File: src/rtl/tabuleiro_pkg.sv
// Shared sizes, FSM encoding and helpers for the Batalha Naval board store.
package tabuleiro_pkg;
  localparam int DIM   = 8;
  localparam int CNT_W = 7;
  localparam int CW    = $clog2(DIM);
  localparam int AW    = CW + 1;

  typedef enum logic [2:0] {
    S_IDLE, S_CLEAR, S_VAL_RD, S_VAL_WR, S_COL_RD, S_COL_WR
  } state_t;

  function automatic logic [AW-1:0] idx(input logic jogador, input logic [CW-1:0] row);
    return {jogador, row};
  endfunction

  function automatic logic [CNT_W-1:0] popcount(input logic [DIM-1:0] v);
    popcount = '0;
    for (int i = 0; i < DIM; i++) popcount += CNT_W'(v[i]);
  endfunction
endpackage

File: src/rtl/tabuleiro_ram.sv
// One board plane: single write port, registered read (1-cycle latency).
module tabuleiro_ram #(
  parameter int W  = 8,
  parameter int AW = 4
) (
  input  logic          clk,
  input  logic          we,
  input  logic [AW-1:0] waddr,
  input  logic [W-1:0]  wdata,
  input  logic [AW-1:0] raddr,
  output logic [W-1:0]  rdata
);
  logic [W-1:0] mem [2**AW];

  always_ff @(posedge clk) begin
    if (we) mem[waddr] <= wdata;
    rdata <= mem[raddr];
  end
endmodule

File: src/rtl/tabuleiro_mem.sv
// Board store for both players: placement RMW, shot RMW, remaining-cell counters, game over.
module tabuleiro_mem
  import tabuleiro_pkg::*;
(
  input  logic             clk,
  input  logic             reset,
  input  logic             limpar,
  output logic             busy,
  input  logic             val_req,
  input  logic             val_we,
  input  logic             val_jogador,
  input  logic [CW-1:0]    val_addr,
  input  logic [DIM-1:0]   val_wdata,
  output logic             val_ack,
  output logic [DIM-1:0]   val_rdata,
  input  logic             col_req,
  input  logic             col_jogador,
  input  logic [CW-1:0]    col_x,
  input  logic [CW-1:0]    col_y,
  output logic             col_ack,
  output logic             col_hit,
  output logic             col_repete,
  output logic [CNT_W-1:0] restante_p1,
  output logic [CNT_W-1:0] restante_p2,
  output logic             fim_jogo,
  output logic             vencedor
);
  state_t state, state_nx;
  logic [AW-1:0]    clr_cnt;
  logic             lim_pend;
  logic             op_jog, op_we;
  logic [CW-1:0]    op_row, op_x;
  logic [DIM-1:0]   op_wdata;
  logic [DIM-1:0]   navio_q, tiro_q, navio_wd, tiro_wd;
  logic             navio_we, tiro_we, clearing;
  logic [AW-1:0]    waddr;
  logic [CNT_W-1:0] added, tgt_cnt;
  logic             hit, rep, tgt_armed, armed_p1, armed_p2;

  always_ff @(posedge clk or negedge reset) begin
    if (!reset) state <= S_CLEAR;
    else        state <= state_nx;
  end

  always_comb begin
    state_nx = state;
    case (state)
      S_CLEAR:  if (clr_cnt == '1) state_nx = S_IDLE;
      S_IDLE: begin
        if (lim_pend || limpar) state_nx = S_CLEAR;
        else if (col_req)       state_nx = S_COL_RD;
        else if (val_req)       state_nx = S_VAL_RD;
      end
      S_VAL_RD: state_nx = S_VAL_WR;
      S_VAL_WR: state_nx = S_IDLE;
      S_COL_RD: state_nx = S_COL_WR;
      S_COL_WR: state_nx = S_IDLE;
      default:  state_nx = S_CLEAR;
    endcase
  end

  assign busy      = (state != S_IDLE);
  assign clearing  = (state == S_CLEAR);
  assign waddr     = clearing ? clr_cnt : idx(op_jog, op_row);
  assign navio_we  = clearing || (state == S_VAL_WR && op_we);
  assign tiro_we   = clearing || (state == S_COL_WR);
  assign navio_wd  = clearing ? '0 : (navio_q | op_wdata);
  assign tiro_wd   = clearing ? '0 : (tiro_q | (DIM'(1) << op_x));
  // Only bits not already holding a ship add to the owner's count.
  assign added     = popcount(op_wdata & ~navio_q);
  assign hit       = navio_q[op_x];
  assign rep       = tiro_q[op_x];
  assign tgt_cnt   = op_jog ? restante_p2 : restante_p1;
  assign tgt_armed = op_jog ? armed_p2 : armed_p1;

  tabuleiro_ram #(.W(DIM), .AW(AW)) u_navio (
    .clk(clk), .we(navio_we), .waddr(waddr), .wdata(navio_wd),
    .raddr(idx(op_jog, op_row)), .rdata(navio_q)
  );

  tabuleiro_ram #(.W(DIM), .AW(AW)) u_tiro (
    .clk(clk), .we(tiro_we), .waddr(waddr), .wdata(tiro_wd),
    .raddr(idx(op_jog, op_row)), .rdata(tiro_q)
  );

  always_ff @(posedge clk or negedge reset) begin
    if (!reset) begin
      clr_cnt <= '0; lim_pend <= 1'b0;
      op_jog <= 1'b0; op_we <= 1'b0; op_row <= '0; op_x <= '0; op_wdata <= '0;
      val_ack <= 1'b0; val_rdata <= '0;
      col_ack <= 1'b0; col_hit <= 1'b0; col_repete <= 1'b0;
      restante_p1 <= '0; restante_p2 <= '0;
      armed_p1 <= 1'b0; armed_p2 <= 1'b0;
      fim_jogo <= 1'b0; vencedor <= 1'b0;
    end else begin
      val_ack <= 1'b0;
      col_ack <= 1'b0;
      if (state == S_IDLE && state_nx == S_CLEAR) lim_pend <= 1'b0;
      else if (limpar)                            lim_pend <= 1'b1;
      clr_cnt <= clearing ? clr_cnt + 1'b1 : '0;
      case (state)
        S_IDLE: begin
          if (state_nx == S_COL_RD) begin
            op_jog <= col_jogador; op_row <= col_y; op_x <= col_x;
          end else if (state_nx == S_VAL_RD) begin
            op_jog <= val_jogador; op_row <= val_addr;
            op_we <= val_we; op_wdata <= val_wdata;
          end
        end
        S_CLEAR: begin
          restante_p1 <= '0; restante_p2 <= '0;
          armed_p1 <= 1'b0; armed_p2 <= 1'b0;
          fim_jogo <= 1'b0; vencedor <= 1'b0;
        end
        S_VAL_WR: begin
          val_ack   <= 1'b1;
          val_rdata <= navio_q;
          if (op_we) begin
            if (op_jog) begin
              restante_p2 <= restante_p2 + added;
              if (|navio_wd) armed_p2 <= 1'b1;
            end else begin
              restante_p1 <= restante_p1 + added;
              if (|navio_wd) armed_p1 <= 1'b1;
            end
          end
        end
        S_COL_WR: begin
          col_ack    <= 1'b1;
          col_hit    <= hit;
          col_repete <= rep;
          // Counter saturates at zero; game ends only on a real 1 -> 0 step.
          if (hit && !rep && tgt_cnt != '0) begin
            if (op_jog) restante_p2 <= restante_p2 - 1'b1;
            else        restante_p1 <= restante_p1 - 1'b1;
            if (tgt_cnt == CNT_W'(1) && tgt_armed) begin
              fim_jogo <= 1'b1;
              vencedor <= ~op_jog;
            end
          end
        end
        default: ;
      endcase
    end
  end
endmodule

File: config.mk
export PLATFORM = sky130hd
export DESIGN_NAME = tabuleiro_mem
export DESIGN_NICKNAME = d
export VERILOG_FILES = /design/src/rtl/tabuleiro_pkg.sv /design/src/rtl/tabuleiro_ram.sv /design/src/rtl/tabuleiro_mem.sv
export SDC_FILE = /design/constraint.sdc
export NUM_CORES = 1
export LEC_CHECK = 0
export CORE_MARGIN = 4
export CORE_UTILIZATION = 55
export CTS_BUF_LIST = sky130_fd_sc_hd__clkbuf_4 sky130_fd_sc_hd__clkbuf_8 sky130_fd_sc_hd__clkbuf_16
export CTS_CLUSTER_DIAMETER = 150
export DETAILED_ROUTE_END_ITERATION = 7
export PLACE_DENSITY = 0.73
export SETUP_SLACK_MARGIN = 0.05
export SLEW_MARGIN = 10
export SYNTH_ARGS = -nofsm -noshare
export SYNTH_HDL_FRONTEND = slang
export SYNTH_SLANG_ARGS = --single-unit
File: constraint.sdc
create_clock -name clk -period 5.4 [get_ports clk]
set_clock_uncertainty 0.15 [all_clocks]
set_input_delay 1.08 -clock clk [delete_from_list [all_inputs] [get_ports clk]]
set_output_delay 1.08 -clock clk [all_outputs]
set_load 0.03 [all_outputs]
==> impl_metrics.yaml, run 1 <==
global_routing:
  grt_max_degree: 55
  grt_overflow_total: 0
  antenna_found_initial: 0
  grt_pass1_vias: 7410
  grtUsageTotal: 0.206
  grt_pass1_wl_mm: 42.5
routing:
  via_count: 7150
  vias_per_cell: 6.06
  wl_mm: 26.9
  firstDrtPassIters: 6
  drtAntennaViolNets: 0
  drtIter0Drc: 784
  drc_errors: 0
  wl_per_cell_um: 22.8
synth:
  synth_commonest_cells: "256 x edfxtp_1, 82 x mux4_2, 75 x nor2_1"
  synth_seq_area_share: 0.690
  yosys.area.top_type: "edfxtp_1"
  synth-compound-area-share: 0.0415
  synth.most_common_cell: "edfxtp_1"
  syn_nets: 821
  synthAdderAreaFrac: 0.0245
  synthArstFlopShare: 0.166
  synthMuxAreaShare: 0.161
  synth_warnings: 0
  synth-simple-area-share: 0.0535
  avgSynthCellArea_um2: 17.5
  synth-xor-area-share: 0.00840
  netlist_area_um2: 13600
  synth_ff_type: "edfxtp_1"
  synth_edf_count: 256
  ys_seq_elements: 326
  synth_top_cell_area_share: 0.567
  synth_cells: 773
  synth.distinct_cells: 53
  synth_top_family_by_area: "multiplexers"
  synth_area_leaders: "edfxtp_1 57%, mux4_2 14%, dfrtp_1 9.8%, dfxtp_1 2.4%, nor2_1 2.1%"
cells_and_area:
  area_delta_synth_final_pct: 13.9
  drive_above_1_share: 0.212
  design_area_um2: 15400
  final_nets: 880
  diodes: 0
  fill_cells: 1632
setup_path:
  arrival_ps: 5340
  end_kind: "flip-flop"
  required_ps: 5630
  crit_path_max_fanout: 4
  critPathLaunchType: "flip-flop"
  crit_type: "flip-flop to flip-flop"
  setup.worst_path.start: "op_wdata[3]"
  r2r-start: "op_wdata[3]"
floorplan:
  rows: 57
  initial_core_util: 0.558
  die_h_um: 165
  ios: 54
  die-area_um2: 27200
  core_area_um2: 24300
  die_w_um: 165
clock_network:
  cts_tree: "yes"
  h-tree-depth: 2
  clk_latency_ps: 500
  numClockSinks: 326
  clk_pin_slew_worst_paths_ps: 60
  clk_path_buf_depth: 3
  cts_buffers: 34
  clockRootBuffer: "clkbuf_16"
  cts_hold_buf: 0
placement:
  gp_congestion: 0.864
  dp_hpwl_mm: 18.1
  portBuffers: 53
  pre_cts_ws_ps: 155
  place_area_um2: 14400
timing:
  slew_headroom: 0.290
  worst_slack_ps: 291
  setup_violations: 0
  finalSetupTns_ps: 0
  max_slew.worst_pin.slew_ps: 1060
  slew_violations: 0
  timing.fmax_ghz: 0.196
  finalCriticalPeriod_ps: 5110
  hold_violations: 0
  rsz0062_at_grt: "yes"
  period_share: 0.946
pwr:
  p_sw_frac: 0.312
  leakagePower_nw: 5.41
  power_frac_comb: 0.313
  peakVddDrop_mv: 0.255
  internal_power_w: 0.00595
  p_clk_frac: 0.247
  pwr-share-seq: 0.440
  p_sw_w: 0.00270
  power.total_w: 0.00865
  powerDensity_nw_per_um2: 560
worst_hold_path:
  hold_class: "flip-flop to flip-flop"
  hold_start: "col_hit"
run_status:
  status: "finished, final reports clean"
flow_run:
  maxCapViolCount: 0
## worst paths after layout
kind                                  end  slack, ps  depth (start not counted)
max                        restante_p2[6]        290                         19
min                               col_hit        330                          2
max reg2reg                restante_p2[6]        290                         19
min reg2reg                       col_hit        330                          2
max in group asynchronous       op_row[0]       3970                          2
min in group asynchronous    val_rdata[1]        570                          2
## power groups by stage
stage | Clock, W | Sequential (W) | Combinational, W
5_1_grt | 0.00229 | 0.00388 | 0.00294
2_1_floorplan | 0 | 0.00357 | 0.00214
3_5_place_dp | 0 | 0.00386 | 0.00261
3_3_place_gp | 0 | 0.00381 | 0.00254
6_report | 0.00213 | 0.00380 | 0.00271
4_1_cts | 0.00217 | 0.00382 | 0.00263
## timing repair
action | CTS | global route
setup buffers | 0 | 1
resized for setup | 0 | 8
endpoints found under the hold margin | 0 | 0
endpoints found under the setup margin | 0 | 2
## metrics by stage
stage | instances | hold slack (ps) | util
global route | 1179 | 377 | 0.635
floorplan | 773 | 316 | -
finish | 1179 | 335 | 0.635
detailed placement | 1119 | 327 | 0.591
CTS | 1178 | 340 | 0.633
global placement | 1119 | 314 | 0.591
## area by class of cell
class | instances | area, um2 | share of cell area
clock buffer | 46 | 965 | 0.0625
tap | 324 | 405 | 0.0262
clock inverter | 13 | 65.1 | 0.00421
sequential | 326 | 9370 | 0.606
multi-input combinational | 386 | 3970 | 0.257
inverter | 23 | 86.3 | 0.00559
timing repair buffer | 61 | 586 | 0.0379
## state kept, by name (all words and copies together), names as in the netlist
register,cells
fim_jogo,1
clr_cnt,4
col_repete,1
armed_p2,1
op_we,1
val_rdata,8
restante_p2,7
u_navio.rdata,8
op_wdata,8
op_x,3
op_row,3
val_ack,1
u_tiro.mem,128
col_hit,1
restante_p1,7
state,3
col_ack,1
u_navio.mem,128
u_tiro.rdata,8
vencedor,1
op_jog,1
lim_pend,1
armed_p1,1
## logic make-up (layout without fill, tap and decap cells)
group                      after synthesis  count (layout)
buffers and inverters                   61             143
DFF                                    326             326
and+or+nand+nor                        157             157
muxes                                  112             112
adders and majority gates               23              23
xor gates and xnor gates                13              13
AOI/OAI and AO/OA                       81              81
## critical path, cell delays in order (launching register included)
cell and delay, ps:
dfrtp_1 390, nor2b_1 150, fa_1 530, inv_1 60, fa_1 500, fa_1 410
inv_1 70, ha_1 170, inv_1 70, fa_1 510, ha_1 210, or2_2 290
nand3_1 190, ha_4 270, a211oi_4 210, o21bai_1 100, a21oi_1 180, xor2_1 190
nor4_1 60, a221o_1 280
## layer usage
layer  vias to the layer above  track usage  share of wire
met2                       304        0.325           0.48
met3                        52       0.0494          0.083
met1                      3651        0.294           0.42
met4                         0       0.0518          0.021
met5                         -            0              0
li1                       3143            -              -
## cell usage in the layout (no fill, tap or decap), drive strengths merged, types with 3 or more instances in the layout
cell type / Yosys / routed
a211oi: 4 / 4
a21o: 8 / 8
a21oi: 19 / 19
a31oi: 13 / 13
buf: 19 / 9
clkbuf: 19 / 46
clkdlybuf4s50: 0 / 52
clkinv: 0 / 12
dfrtp: 53 / 53
dfxtp: 16 / 16
edfxtp: 256 / 256
fa: 6 / 6
ha: 17 / 17
inv: 23 / 24
mux2: 21 / 21
mux2i: 9 / 9
mux4: 82 / 82
nand2: 23 / 23
nand2b: 14 / 14
nand3: 8 / 8
nand4: 3 / 3
nor2: 75 / 75
nor2b: 9 / 9
nor3: 9 / 9
nor3b: 3 / 3
nor4: 4 / 4
o21ai: 8 / 8
o21bai: 3 / 3
o31ai: 9 / 9
o41ai: 3 / 3
xnor2: 7 / 7
xor2: 6 / 6
(Power assumes the default switching activity.)
==> run 2: changes to the inputs <==
--- a/config.mk
+++ b/config.mk
@@ -5,7 +5,7 @@
 export SDC_FILE = /design/constraint.sdc
 export NUM_CORES = 1
 export LEC_CHECK = 0
-export CORE_MARGIN = 4
+export CORE_MARGIN = 3
 export CORE_UTILIZATION = 55
 export CTS_BUF_LIST = sky130_fd_sc_hd__clkbuf_4 sky130_fd_sc_hd__clkbuf_8 sky130_fd_sc_hd__clkbuf_16
 export CTS_CLUSTER_DIAMETER = 150
==> impl_metrics.yaml, run 2 (synthesized netlist as in run 1, its figures left out) <==
routing:
  vias_per_cell: 6.08
  firstDrtPassIters: 5
  wl_per_cell_um: 23.1
  drc_errors: 0
  via_count: 7097
  wl_mm: 27.0
  drtIter0Drc: 726
  drtAntennaViolNets: 0
pwr:
  peakVddDrop_mv: 0.225
  leakagePower_nw: 5.39
  powerDensity_nw_per_um2: 562
floorplan:
  die-area_um2: 26600
  core_area_um2: 23800
  die_h_um: 163
  die_w_um: 163
  initial_core_util: 0.569
  ios: 54
  rows: 56
setup_path:
  critPathLaunchType: "flip-flop"
  required_ps: 5670
  rr_worst_depth: 20
  end_kind: "flip-flop"
  crit_path_max_fanout: 4
  setup.worst_path.start: "op_wdata[3]"
  r2r-start: "op_wdata[3]"
  reg2reg_setup_slack_ps: 300
  timing.rr.end: "restante_p2[6]"
  crit_path_end: "restante_p2[6]"
  arrival_ps: 5380
  crit_type: "flip-flop to flip-flop"
flow_run:
  maxCapViolCount: 0
clock_network:
  cts_tree: "yes"
  clk_path_buf_depth: 3
  post_cts_buffers: 0
  numClockSinks: 326
  h-tree-depth: 1
  clk_pin_slew_worst_paths_ps: 60
  clk_latency_ps: 540
  clockRootBuffer: "clkbuf_16"
  cts_buffers: 31
timing:
  max_slew.worst_pin.slew_ps: 1150
  hold_violations: 0
  finalCriticalPeriod_ps: 5100
  setup_violations: 0
  rsz0062_at_grt: "no"
  slew_headroom: 0.230
  period_share: 0.945
  timing.fmax_ghz: 0.196
  finalSetupTns_ps: 0
  slew_violations: 0
cells_and_area:
  final_util: 0.648
  drive_above_1_share: 0.211
  design_area_um2: 15400
  largestRegisters: "u_navio.mem (128), u_tiro.mem (128)"
  final_nets: 875
  layout_common_cells: "256 x edfxtp_1, 82 x mux4_2, 75 x nor2_1, 52 x clkdlybuf4s50_1, 51 x dfrtp_1"
  layout_commonest_cell: "edfxtp_1"
  diodes: 0
  area_delta_synth_final_pct: 13.9
worst_hold_path:
  hold_class: "flip-flop to flip-flop"
global_routing:
  grt_overflow_total: 0
  antenna_found_initial: 0
  grtUsageTotal: 0.209
  grt_pass1_vias: 7340
  grt_pass1_wl_mm: 42.6
  grt_max_degree: 55
placement:
  place_area_um2: 14300
  dp_hpwl_mm: 18.1
  gp_congestion: 0.848
  portBuffers: 53
run_status:
  status: "finished, final reports clean"
==> run 2: worst max-delay path: stages, from the launching register on <==
cell and delay (ps):
dfrtp_1 390, nor2b_1 160, fa_1 530, inv_1 50, fa_1 560, fa_1 420
inv_1 70, ha_1 170, inv_1 60, fa_1 400, xor2_2 190, nand3_1 140
xor2_1 180, nand2_1 130, ha_1 400, o21ai_1 210, o21bai_1 90, a21oi_1 170
xor2_1 200, nor4_1 60, a221o_1 270
==> run 2: cell type report <==
| class | instances | area (um2) |
|---|---|---|
| Inverter | 23 | 86.3 |
| Multi-Input combinational cell | 386 | 3980 |
| Fill cell | 1563 | 8380 |
| Clock inverter | 18 | 215 |
| Sequential cell | 326 | 9370 |
| Tap cell | 319 | 399 |
| Timing Repair Buffer | 59 | 571 |
| Clock buffer | 37 | 821 |
==> run 2: metrics by stage <==
step	power (W)	cells	hold slack [ps]	setup slack (ps)
2_1_floorplan	0.00571	773	316	532
3_3_place_gp	0.00634	1113	312	228
3_5_place_dp	0.00647	1113	315	130
4_1_cts	0.00867	1168	330	122
5_1_grt	0.00909	1168	366	25.8
6_report	0.00867	1168	330	296
==> run 2: worst min path at each step <==
| stage | cells past startpoint | endpoint | start |
|---|---|---|---|
| after global routing | 1 | val_rdata[5] | val_rdata[5] |
| after CTS | 2 | col_repete | col_repete |
| after global placement | 2 | col_repete | col_repete |
| final | 2 | col_repete | col_repete |
| after detailed placement | 2 | col_repete | col_repete |
| after floorplan | 2 | armed_p1 | armed_p1 |
==> run 2: repair_timing <==
item | CTS | global route
hold buffers | 0 | 0
resized for setup | 0 | 12
setup endpoints to repair | 0 | 2
==> run 2: where the power goes <==
part / switching [W] / internal [W]
clock network: 0.000861 / 0.00132
registers: 0.000428 / 0.00338
logic: 0.00140 / 0.00128
==> run 2: routing by layer <==
layer	up-vias	track usage	wire length, um
li1	3138	-	-
met1	3658	0.307	11800
met2	260	0.339	13100
met3	41	0.0325	1620
met4	0	0.0488	453
met5	-	0	0
==> RTL edit (config.mk and constraints of run 2) <==
Change the package constant `DIM` from 8 to 4.
--- a/src/rtl/tabuleiro_pkg.sv
+++ b/src/rtl/tabuleiro_pkg.sv
@@ -1,6 +1,6 @@
 // Shared sizes, FSM encoding and helpers for the Batalha Naval board store.
 package tabuleiro_pkg;
-  localparam int DIM   = 8;
+  localparam int DIM   = 4;
   localparam int CNT_W = 7;
   localparam int CW    = $clog2(DIM);
   localparam int AW    = CW + 1;
Interface: changed (5 resized); port bits go from 54 to 43. The function was not compared with the original's and may differ.
==> RTL edit against run 2 <==
  * Global-route usage rose by 1.7 points
  * Setup slack improved by 1.2 ns
  * Sequential cell count fell by 211
  * Wire length fell by 58%
  * Combinational power fell by 41%
  * Design area fell by 58%
  * Maximum frequency rose by 31%
  * Total power fell by 53%
  * Sequential power fell by 63%
  * Die area fell by 58%
  * Area after synthesis fell by 60%
==> RTL edit: results (changes against run 2) <==
| Metric | Value |
|---|---|
| Seq/Total Area, Yosys | `58.49% (-11 points)` |
| Clk. pwr | `1120 uW (-49%)` |
| Met3 WL post-DR | `674 um (-58%)` |
| Post-synth top cells | `64 x edfxtp_1, 54 x nor2_1, 51 x nand2_1, 42 x dfrtp_1, 23 x inv_1` |
| DR WL/cell | `18.48 um (-20%)` |
| Port Buffers | `42 (-21%)` |
| CP peak stage delay | `0.54 ns (-0.02 ns)` |
| Number of synthesized flops with an enable pin | `64 (-75%)` |
| Cell internal pwr | `2635 uW (-56%)` |
| Nets | `517 (-41%)` |
| Pleak | `0.002640 uW (-51%)` |
| Synthesized-area fraction occupied by adder cells | `5.513% (+3.1 points)` |
| Inserted Clock Buffers | `17 (-45%)` |
| Drt initial violations | `229 (-68%)` |
| Placed Area | `0.005937 mm2 (-59%)` |
| Met3 usage | `4.632% (+1.4 points)` |
| Mux share of post-synthesis cell area | `12.00% (-4.1 points)` |
| Synthesized net count | `468 (-43%)` |
| Met1 usage | `31.82% (+1.1 points)` |
| Max_slew headroom | `35.52% (+13 points)` |
| VDD IR max | `0.3669 mV (+63%)` |
| Global-route wire length before repair | `19,080 um (-55%)` |
| Met2 WL | `5422 um (-59%)` |
| Gpl congestion | `0.8167 (-3.7%)` |
| H-tree depth | `4 (+3)` |
| Status | `completed` |
RTL edit: final cells by class:
cell class                 count  area, um2
timing repair buffer          46      445.4
fill                         680       2838
sequential                   115       3159
clock inverter                14      175.2
inverter                      24      90.09
multi-input combinational    273       2081
clock buffer                  18      421.7
tap                          129      161.4
RTL edit: critical path: cells and delay by family (launching register included):
kind	cells	cell delay, ns
fa+ha+maj	6	1.70
buf+inv	3	0.19
flops	1	0.35
compound gates	3	0.52
simple gates	4	0.72
xor+xnor	1	0.14
RTL edit: how the worst min path moves through the flow:
stage                from          to
2_1_floorplan  clr_cnt[0]  clr_cnt[0]
3_3_place_gp      col_hit     col_hit
3_5_place_dp      col_hit     col_hit
4_1_cts           col_hit     col_hit
5_1_grt           col_hit     col_hit
6_report       col_repete  col_repete
RTL edit: stage by stage:
stage | util (%) | cells
after floorplan | - | 428
after global placement | 63.35 | 587
after detailed placement | 63.35 | 587
after CTS | 69.72 | 619
after global routing | 69.72 | 619
final | 69.72 | 619
